File: config.mk
export PLATFORM = sky130hd
export DESIGN_NAME = keypad_press_driver
export DESIGN_NICKNAME = d
export VERILOG_FILES = /design/src/rtl/keypad_press_driver.sv
export SDC_FILE = /design/constraint.sdc
export NUM_CORES = 1
export LEC_CHECK = 0
export ABC_AREA = 1
export ABC_CLOCK_PERIOD_IN_PS = 2950
export CAP_MARGIN = 20
export CORE_AREA = 4 4 51 53
export DETAILED_ROUTE_END_ITERATION = 8
export DIE_AREA = 0 0 55 57
export MAX_ROUTING_LAYER = met4
export PLACE_DENSITY = 0.92
export SYNTH_ARGS = -nofsm -noshare
export SYNTH_HDL_FRONTEND = slang
export SYNTH_SLANG_ARGS = --single-unit
File: constraint.sdc
create_clock -name clk -period 2.95 [get_ports clk]
set_input_delay 0.59 -clock clk [delete_from_list [all_inputs] [get_ports clk]]
set_output_delay 0.59 -clock clk [all_outputs]
set_load 0.02 [all_outputs]
File: src/rtl/keypad_press_driver.sv
// Keypad press driver: turns handshaked key codes into timed one-hot h/v presses for the lock.
// Optional KEYPAD_ERR_EN adds key_err and skips the press phase for invalid codes (12-15).
module keypad_press_driver #(
    parameter int unsigned PRESS_CYCLES = 1,
    parameter int unsigned GAP_CYCLES   = 1,
    parameter int unsigned CNT_W        = 8
) (
    input  logic       clk,
    input  logic       reset,
    input  logic       key_valid,
    input  logic [3:0] key_code,
    output logic       key_ready,
    output logic [1:3] h,
    output logic [1:4] v,
    output logic       busy,
`ifdef KEYPAD_ERR_EN
    output logic       key_err,
`endif
    output logic       done
);

    localparam logic [1:0] S_IDLE  = 2'd0;
    localparam logic [1:0] S_PRESS = 2'd1;
    localparam logic [1:0] S_GAP   = 2'd2;

    localparam logic [CNT_W-1:0] PRESS_LOAD = CNT_W'(PRESS_CYCLES - 1);
    localparam logic [CNT_W-1:0] GAP_LOAD   = CNT_W'(GAP_CYCLES - 1);
    localparam logic [CNT_W-1:0] CNT_ZERO   = '0;
    localparam logic [CNT_W-1:0] CNT_ONE    = CNT_W'(1);

    logic [1:0]       state_q, state_d;
    logic [CNT_W-1:0] cnt_q, cnt_d;
    logic [1:3]       h_q, h_d;
    logic [1:4]       v_q, v_d;
    logic             handshake;
    logic             invalid_code;
    logic             phase_last;

    // Returns {v, h} for a key code; unmapped codes give all zeros.
    function automatic logic [6:0] keymap(input logic [3:0] code);
        logic [6:0] vh;
        unique case (code)
            4'd1:    vh = {4'b1000, 3'b100};
            4'd2:    vh = {4'b1000, 3'b010};
            4'd3:    vh = {4'b1000, 3'b001};
            4'd4:    vh = {4'b0100, 3'b100};
            4'd5:    vh = {4'b0100, 3'b010};
            4'd6:    vh = {4'b0100, 3'b001};
            4'd7:    vh = {4'b0010, 3'b100};
            4'd8:    vh = {4'b0010, 3'b010};
            4'd9:    vh = {4'b0010, 3'b001};
            4'd10:   vh = {4'b0001, 3'b100};
            4'd0:    vh = {4'b0001, 3'b010};
            4'd11:   vh = {4'b0001, 3'b001};
            default: vh = 7'b0;
        endcase
        return vh;
    endfunction

    assign handshake  = key_valid && (state_q == S_IDLE);
    assign phase_last = (cnt_q == CNT_ZERO);

`ifdef KEYPAD_ERR_EN
    assign invalid_code = (key_code > 4'd11);
`else
    assign invalid_code = 1'b0;
`endif

    always_comb begin
        state_d = state_q;
        cnt_d   = cnt_q;
        h_d     = h_q;
        v_d     = v_q;
        unique case (state_q)
            S_IDLE: begin
                if (handshake) begin
                    if (invalid_code) begin
                        state_d = S_GAP;
                        cnt_d   = GAP_LOAD;
                        h_d     = 3'b000;
                        v_d     = 4'b0000;
                    end else begin
                        state_d    = S_PRESS;
                        cnt_d      = PRESS_LOAD;
                        {v_d, h_d} = keymap(key_code);
                    end
                end
            end
            S_PRESS: begin
                if (phase_last) begin
                    state_d = S_GAP;
                    cnt_d   = GAP_LOAD;
                    h_d     = 3'b000;
                    v_d     = 4'b0000;
                end else begin
                    cnt_d = cnt_q - CNT_ONE;
                end
            end
            S_GAP: begin
                if (phase_last) begin
                    state_d = S_IDLE;
                end else begin
                    cnt_d = cnt_q - CNT_ONE;
                end
            end
            default: begin
                state_d = S_IDLE;
                cnt_d   = CNT_ZERO;
                h_d     = 3'b000;
                v_d     = 4'b0000;
            end
        endcase
    end

    always_ff @(posedge clk or negedge reset) begin
        if (!reset) begin
            state_q <= S_IDLE;
            cnt_q   <= CNT_ZERO;
            h_q     <= 3'b000;
            v_q     <= 4'b0000;
        end else begin
            state_q <= state_d;
            cnt_q   <= cnt_d;
            h_q     <= h_d;
            v_q     <= v_d;
        end
    end

`ifdef KEYPAD_ERR_EN
    logic err_q;

    // Pulses during the first (gap) cycle of an invalid-code transaction.
    always_ff @(posedge clk or negedge reset) begin
        if (!reset) begin
            err_q <= 1'b0;
        end else begin
            err_q <= handshake && invalid_code;
        end
    end

    assign key_err = err_q;
`endif

    assign key_ready = (state_q == S_IDLE);
    assign busy      = (state_q == S_PRESS) || (state_q == S_GAP);
    assign done      = (state_q == S_GAP) && phase_last;
    assign h         = h_q;
    assign v         = v_q;

endmodule

==> flow_summary_export.csv, run 1 <==
group,metric,value,unit
placed_design,place.port_buffers,16,
global_route,grt_pass1_vias,1025,
synth,yosysMostFrequentCell,"nand2_1",
worst_setup_path,crit_arrival,1.99,ns
placed_design,dp_hpwl,2.077,mm
worst_setup_path,required,2.36,ns
worst_setup_path,start_kind,"register",
synth,synth.mux.area_fraction,0,%
sta,hold_viol,0,
synth,synth_compound_area_share,10.92,%
final_layout,fin_area,1421,sq um
final_layout,multi_input_area,680.7,sq um
sta,layout_setup_ws,0.3663,ns
power,p_leak,0.7108,nW
drt,wl,2.524,mm
die,io_pins,17,
worst_setup_path,crit_type,"register to output port",
sta,finClkSkew,0.006876,ns
power,cellPowerDensity,1126,nW/um^2
sta,finalCritPeriodShare,87.58,%
synth,synth_cell_types,27,
global_route,gr-total-overflow,0,
synth,synth-edff-count,0,
power,peakVddDrop,0.5803,mV
die,die_width,55,um
clocking,cts_hold_buf,0,
synth,syn_inst,153,
drt,drt_iter0_drc,10,
worst_setup_path,crit_path_frequent_cell,"inv_1",
sta,max_freq,387.0,MHz
sta,slew_headroom,49.79,%
clocking,cts_root_buf,"clkbuf_4",
drt,avgViaCountPerCell,5.121,
synth,synth_commonest_cells,"nand2_1 (34), dfrtp_1 (17), inv_1 (15)",
final_layout,seqCellArea,425.4,sq um
die,initial_core_util,56.55,%
clocking,worstSkewPairLatency,0.29,ns
synth,synthTopCellsByArea,"dfrtp_1 (35%), nand2_1 (11%), ha_1 (10%)",
worst_setup_path,end_kind,"output port",
clocking,clkTransAtPathRegs,0.11,ns
synth,synth_top_area_cell,"dfrtp_1",
synth,yosys.area_share.adder,10.30,%
synth,synthSimpleGateAreaFrac,32.65,%
placed_design,place_ws,0.6930,ns
die,die_area,3135,sq um
synth,syn_area,1215,sq um
min_path,hp-class,"register to register",
drt,num_vias,1019,
run,drv_cap,0,
clocking,cts_buffers,3,
synth,ys_ff_latch,17,
worst_setup_path,cpPeakStageDelay,0.59,ns
synth,synth_nets,170,
drt,firstDrtPassIters,4,
final_layout,fillers,186,
placed_design,place.gp.congestion,0.8637,
clocking,cts_max_level,1,
final_layout,nets,189,
synth,synth_top_family_by_area,"simple AND/OR/NAND/NOR gates",
synth,ys_async_sr_fraction,100.0,%
sta,rsz0062_at_grt,"no",
drt,wl_per_cell,12.68,um
final_layout,drive_above_1_share,19.88,%
sta,setup_violations,0,
synth,synth_top_area_share,35.02,%
sta,slew_viol_final,0,
synth,yosysSeqAreaShare,35.02,%
clocking,clockBufferDepth,2,
drt,ant_nets,0,
worst_setup_path,cp_cell_sequence,"inv_1 > ha_1 > nand2_1 > nor2_2 > nand3_4 > inv_1 > clkdlybuf4s50_1",
sta,setup_tns,0,ns
placed_design,placed_area,1394,sq um
clocking,postCtsSetupRepairBufs,0,
drt,drc,0,
die,die_h,57,um
global_route,antenna_found_initial,0,
die,core.rowCount,17,
clocking,cts_resized,0,
synth,synth_xor_area_share,2.163,%
synth,yosys_warnings,0,
synth,postSynthAreaPerCell,7.941,sq um
final_layout,areaGrowthSynthToFinish,16.99,%
clocking,clock-sinks,17,
worst_setup_path,cp_slowest_cell,"clkdlybuf4s50_1",
global_route,grt_max_degree,18,
worst_setup_path,critPathMaxFanout,6,
clocking,cts_tree,"built",
sta,worst_slew_pin_slew,0.7508,ns
die,fp.coreArea,2148,sq um
final_layout,antennaDiodeCount,0,
outcome,status,"finished, final reports clean",
global_route,grt_usage,19.65,%
sta,period_needed,2.584,ns
synth,yosys_most_used_dff,"dfrtp_1",
global_route,grt_pass1_wl,4.436,mm
[where the power goes]
part | switching (W) | leakage, nW | internal (W)
registers | 0.0000620 | 0.228 | 0.000323
clock network | 0.0000757 | 0.0177 | 0.0000504
logic | 0.000690 | 0.465 | 0.000400
[stage by stage]
stage	total power (W)	util, %	cells	hold slack, ns
after floorplan	0.001220	-	153	0.2944
after detailed placement	0.001480	64.88	195	0.4799
after global placement	0.001432	64.88	195	0.4712
after CTS	0.001613	66.16	199	0.5086
final	0.001601	66.16	199	0.5045
after global routing	0.001756	66.16	199	0.5308
[kinds of logic (layout without fill, tap and decap cells)]
family	Yosys count	count (layout)
flops	17	17
simple gates	77	77
xor+xnor	3	3
fa+ha+maj	10	10
compound gates	20	20
buf+inv	26	44
[layout make-up]
class	count	area share (%)
Clock buffer	3	1.585
Clock inverter	1	0.3521
Inverter	24	6.514
Multi-Input combinational cell	110	47.89
Sequential cell	17	29.93
Tap cell	28	2.465
Timing Repair Buffer	16	11.27
[sequential cells by signal (all words and copies together) (netlist names)]
name,cells
cnt_q,8
state_q,2
v,4
h,3
[routing by layer]
| metal | vias to the layer above | track usage [%] | part of all wire, % |
|---|---|---|---|
| li1 | 518 | - | - |
| met1 | 474 | 22.31 | 43 |
| met2 | 21 | 33.28 | 52 |
| met3 | 6 | 2.872 | 3.2 |
| met4 | 0 | 8.333 | 2.0 |
| met5 | - | - | 0 |
[placed cells by master (no fill, tap or decap)]
master / instances
a21oi_1: 3
a22oi_1: 1
clkbuf_4: 3
clkdlybuf4s50_1: 16
clkinv_2: 1
dfrtp_1: 17
ha_1: 10
inv_1: 15
inv_2: 8
inv_4: 1
nand2_1: 34
nand2_2: 6
nand2_4: 4
nand3_1: 9
nand3_2: 1
nand3_4: 1
nand4_1: 3
nor2_1: 14
nor2_2: 2
nor2_8: 1
nor3_1: 2
o211ai_1: 1
o21ai_0: 6
o21ai_1: 1
o21ai_2: 6
o22ai_1: 1
o31a_1: 1
xor2_1: 3
[worst max-delay path: cells and delay by family, from the launching register on]
| family | cells | cell delay [ns] |
|---|---|---|
| fa+ha+maj | 1 | 0.15 |
| flops | 1 | 0.40 |
| simple gates | 3 | 0.39 |
| buf+inv | 3 | 0.76 |
[final timing paths]
check	from	endpoint	slack [ns]	cells past startpoint
setup / recovery	cnt_q[0]$_DFFE_PN0P_	done	0.37	7
hold / removal	v[2]$_DFFE_PN0P_	v[2]$_DFFE_PN0P_	0.50	2
setup reg to reg	state_q[1]$_DFFE_PN0P_	v[3]$_DFFE_PN0P_	1.35	7
hold reg to reg	v[2]$_DFFE_PN0P_	v[2]$_DFFE_PN0P_	0.50	2
max in group asynchronous	reset	cnt_q[4]$_DFFE_PN0P_	1.75	1
min in group asynchronous	reset	state_q[1]$_DFFE_PN0P_	0.73	1
Note: power is estimated with default switching activity, not from simulation.
==> inputs of run 2 (changes only) <==
- PLACE_DENSITY: 0.92 -> 0.82
==> run 2 against run 1 <==
  * Non-clock buffer count stayed put
  * Critical path type unchanged
  * Routed wire length fell by 3.6%
  * Sequential share of layout area unchanged
  * Register-to-register slack gained 0.04 ns
==> flow_summary_export.csv, run 2 (synthesized netlist as in run 1, its figures left out) <==
group,metric,value,unit
outcome,status,"finished, final reports clean",
drt,drt_iter0_drc,4,
sta,slew_headroom,48.18,%
min_path,hp-class,"register to register",
power,p_int,0.0007737,W
final_layout,nets,189,
worst_setup_path,start_kind,"register",
die,fp.coreArea,2148,sq um
final_layout,areaGrowthSynthToFinish,16.99,%
die,die_width,55,um
drt,drc,0,
clocking,cts_resized,0,
worst_setup_path,required,2.36,ns
clocking,clkTransAtPathRegs,0.11,ns
worst_setup_path,end_kind,"output port",
placed_design,place.gp.congestion,0.9201,
final_layout,mostFrequentLayoutCell,"nand2_1",
power,cellPowerDensity,1128,nW/um^2
clocking,cts_root_buf,"clkbuf_4",
sta,max_freq,385.9,MHz
drt,firstDrtPassIters,4,
global_route,grt_pass1_wl,4.340,mm
worst_setup_path,critPathMaxFanout,6,
worst_setup_path,crit_arrival,2.00,ns
sta,worst_slew_pin_slew,0.7749,ns
clocking,cts_max_level,1,
clocking,cts_hold_buf,0,
sta,setup_tns,0,ns
final_layout,final_cell_mix,"nand2_1 (34), dfrtp_1 (17), clkdlybuf4s50_1 (16)",
clocking,clock-sinks,17,
clocking,cts_buffers,3,
die,die_area,3135,sq um
sta,rsz0062_at_grt,"no",
global_route,grt_usage,19.17,%
global_route,antenna_found_initial,0,
worst_setup_path,crit_type,"register to output port",
min_path,timing.hold.worst_endpoint,"cnt_q[0]$_DFFE_PN0P_",
sta,finalHoldWorstSlack,0.5013,ns
placed_design,placed_area,1394,sq um
global_route,grt_max_degree,18,
die,core.rowCount,17,
final_layout,drive_above_1_share,19.88,%
final_layout,antennaDiodeCount,0,
sta,finClkSkew,0.002018,ns
die,die_h,57,um
power,seq_power_share,23.9,%
power,peakVddDrop,0.6217,mV
min_path,hold_depth,1,
sta,slew_viol_final,0,
placed_design,dp_hpwl,1.884,mm
power,p_leak,0.7108,nW
power,p_switching,0.0008300,W
drt,wl,2.433,mm
sta,period_needed,2.591,ns
run,drv_cap,0,
drt,num_vias,1033,
power,p_comb_share,67.9,%
final_layout,fin_area,1421,sq um
die,initial_core_util,56.55,%
global_route,grt_pass1_vias,1020,
clocking,worstSkewPairLatency,0.30,ns
clocking,clockBufferDepth,2,
sta,finalCritPeriodShare,87.83,%
clocking,postCtsSetupRepairBufs,0,
sta,hold_viol,0,
final_layout,largest_reg_flops,8,
min_path,hp-start,"cnt_q[0]$_DFFE_PN0P_",
sta,setup_violations,0,
power,pwr-share-clk,8.3,%
drt,ant_nets,0,
final_layout,fillers,182,
power,swShare,51.76,%
placed_design,place.port_buffers,16,
drt,avgViaCountPerCell,5.191,
worst_setup_path,r2r-start,"state_q[0]$_DFFE_PN0P_",
global_route,gr-total-overflow,0,
power,power.total,0.001604,W
clocking,cts_tree,"built",
worst_setup_path,ff2ff_setup_slack,1.39,ns
drt,wl_per_cell,12.23,um
die,io_pins,17,
final_layout,top_register,"cnt_q",
worst_setup_path,r2r_cells,7,
worst_setup_path,worst_r2r_endpoint,"v[3]$_DFFE_PN0P_",
[run 2: cell counts in the layout (fill, tap and decap cells not counted)]
No cell type changed its count.
[run 2: metrics by stage]
step / util, % / std cells / setup slack [ns]
floorplan: - / 153 / 1.258
global placement: 64.88 / 195 / 0.7393
detailed placement: 64.88 / 195 / 0.7016
CTS: 66.16 / 199 / 0.3369
global route: 66.16 / 199 / 0.2268
finish: 66.16 / 199 / 0.3590
[run 2: layout make-up]
class	instances	area (sq um)	area share, %
repair buffers	16	160.2	11.27
well taps	28	35.03	2.465
flip-flops and latches	17	425.4	29.93
inverters	24	92.59	6.514
multi-input cells	110	680.7	47.89
clock inverters	1	5.005	0.3521
clock buffers	3	22.52	1.585
[run 2: how the worst max path moves through the flow]
stage | start | to | slack [ns]
after floorplan | cnt_q[0]$_DFFE_PN0P_ | done | 1.26
after global placement | cnt_q[0]$_DFFE_PN0P_ | done | 0.74
after detailed placement | cnt_q[0]$_DFFE_PN0P_ | done | 0.70
after CTS | cnt_q[0]$_DFFE_PN0P_ | done | 0.34
after global routing | cnt_q[0]$_DFFE_PN0P_ | done | 0.23
final | cnt_q[0]$_DFFE_PN0P_ | done | 0.36
[run 2: routing by layer]
metal  track usage, %  vias up  wire length [um]
met1            22.62      486              1090
met3            3.916        7                72
met4            9.028        0                46
li1                 -      520                 -
met2            30.41       20              1224
met5                -        -                 0
[run 2: critical path, stage by stage, from the launching register on]
cell and delay [ns]:
dfrtp_1 0.40, inv_1 0.10, ha_1 0.15, nand2_1 0.06
nor2_2 0.18, nand3_4 0.14, inv_1 0.07, clkdlybuf4s50_1 0.59
[run 2: power groups by stage]
stage | clock (W) | combinational, W | sequential (W)
6_report | 0.000133 | 0.00109 | 0.000383
5_1_grt | 0.000149 | 0.00123 | 0.000394
4_1_cts | 0.000138 | 0.00110 | 0.000383
3_5_place_dp | 0 | 0.00109 | 0.000387
3_3_place_gp | 0 | 0.00106 | 0.000383
2_1_floorplan | 0 | 0.000799 | 0.000421
==> inputs of run 3 (changes only) <==
- CAP_MARGIN: 20 -> unset
==> results of run 3 <==
No change in the layout: final DEF, timing and power equal those of run 2.
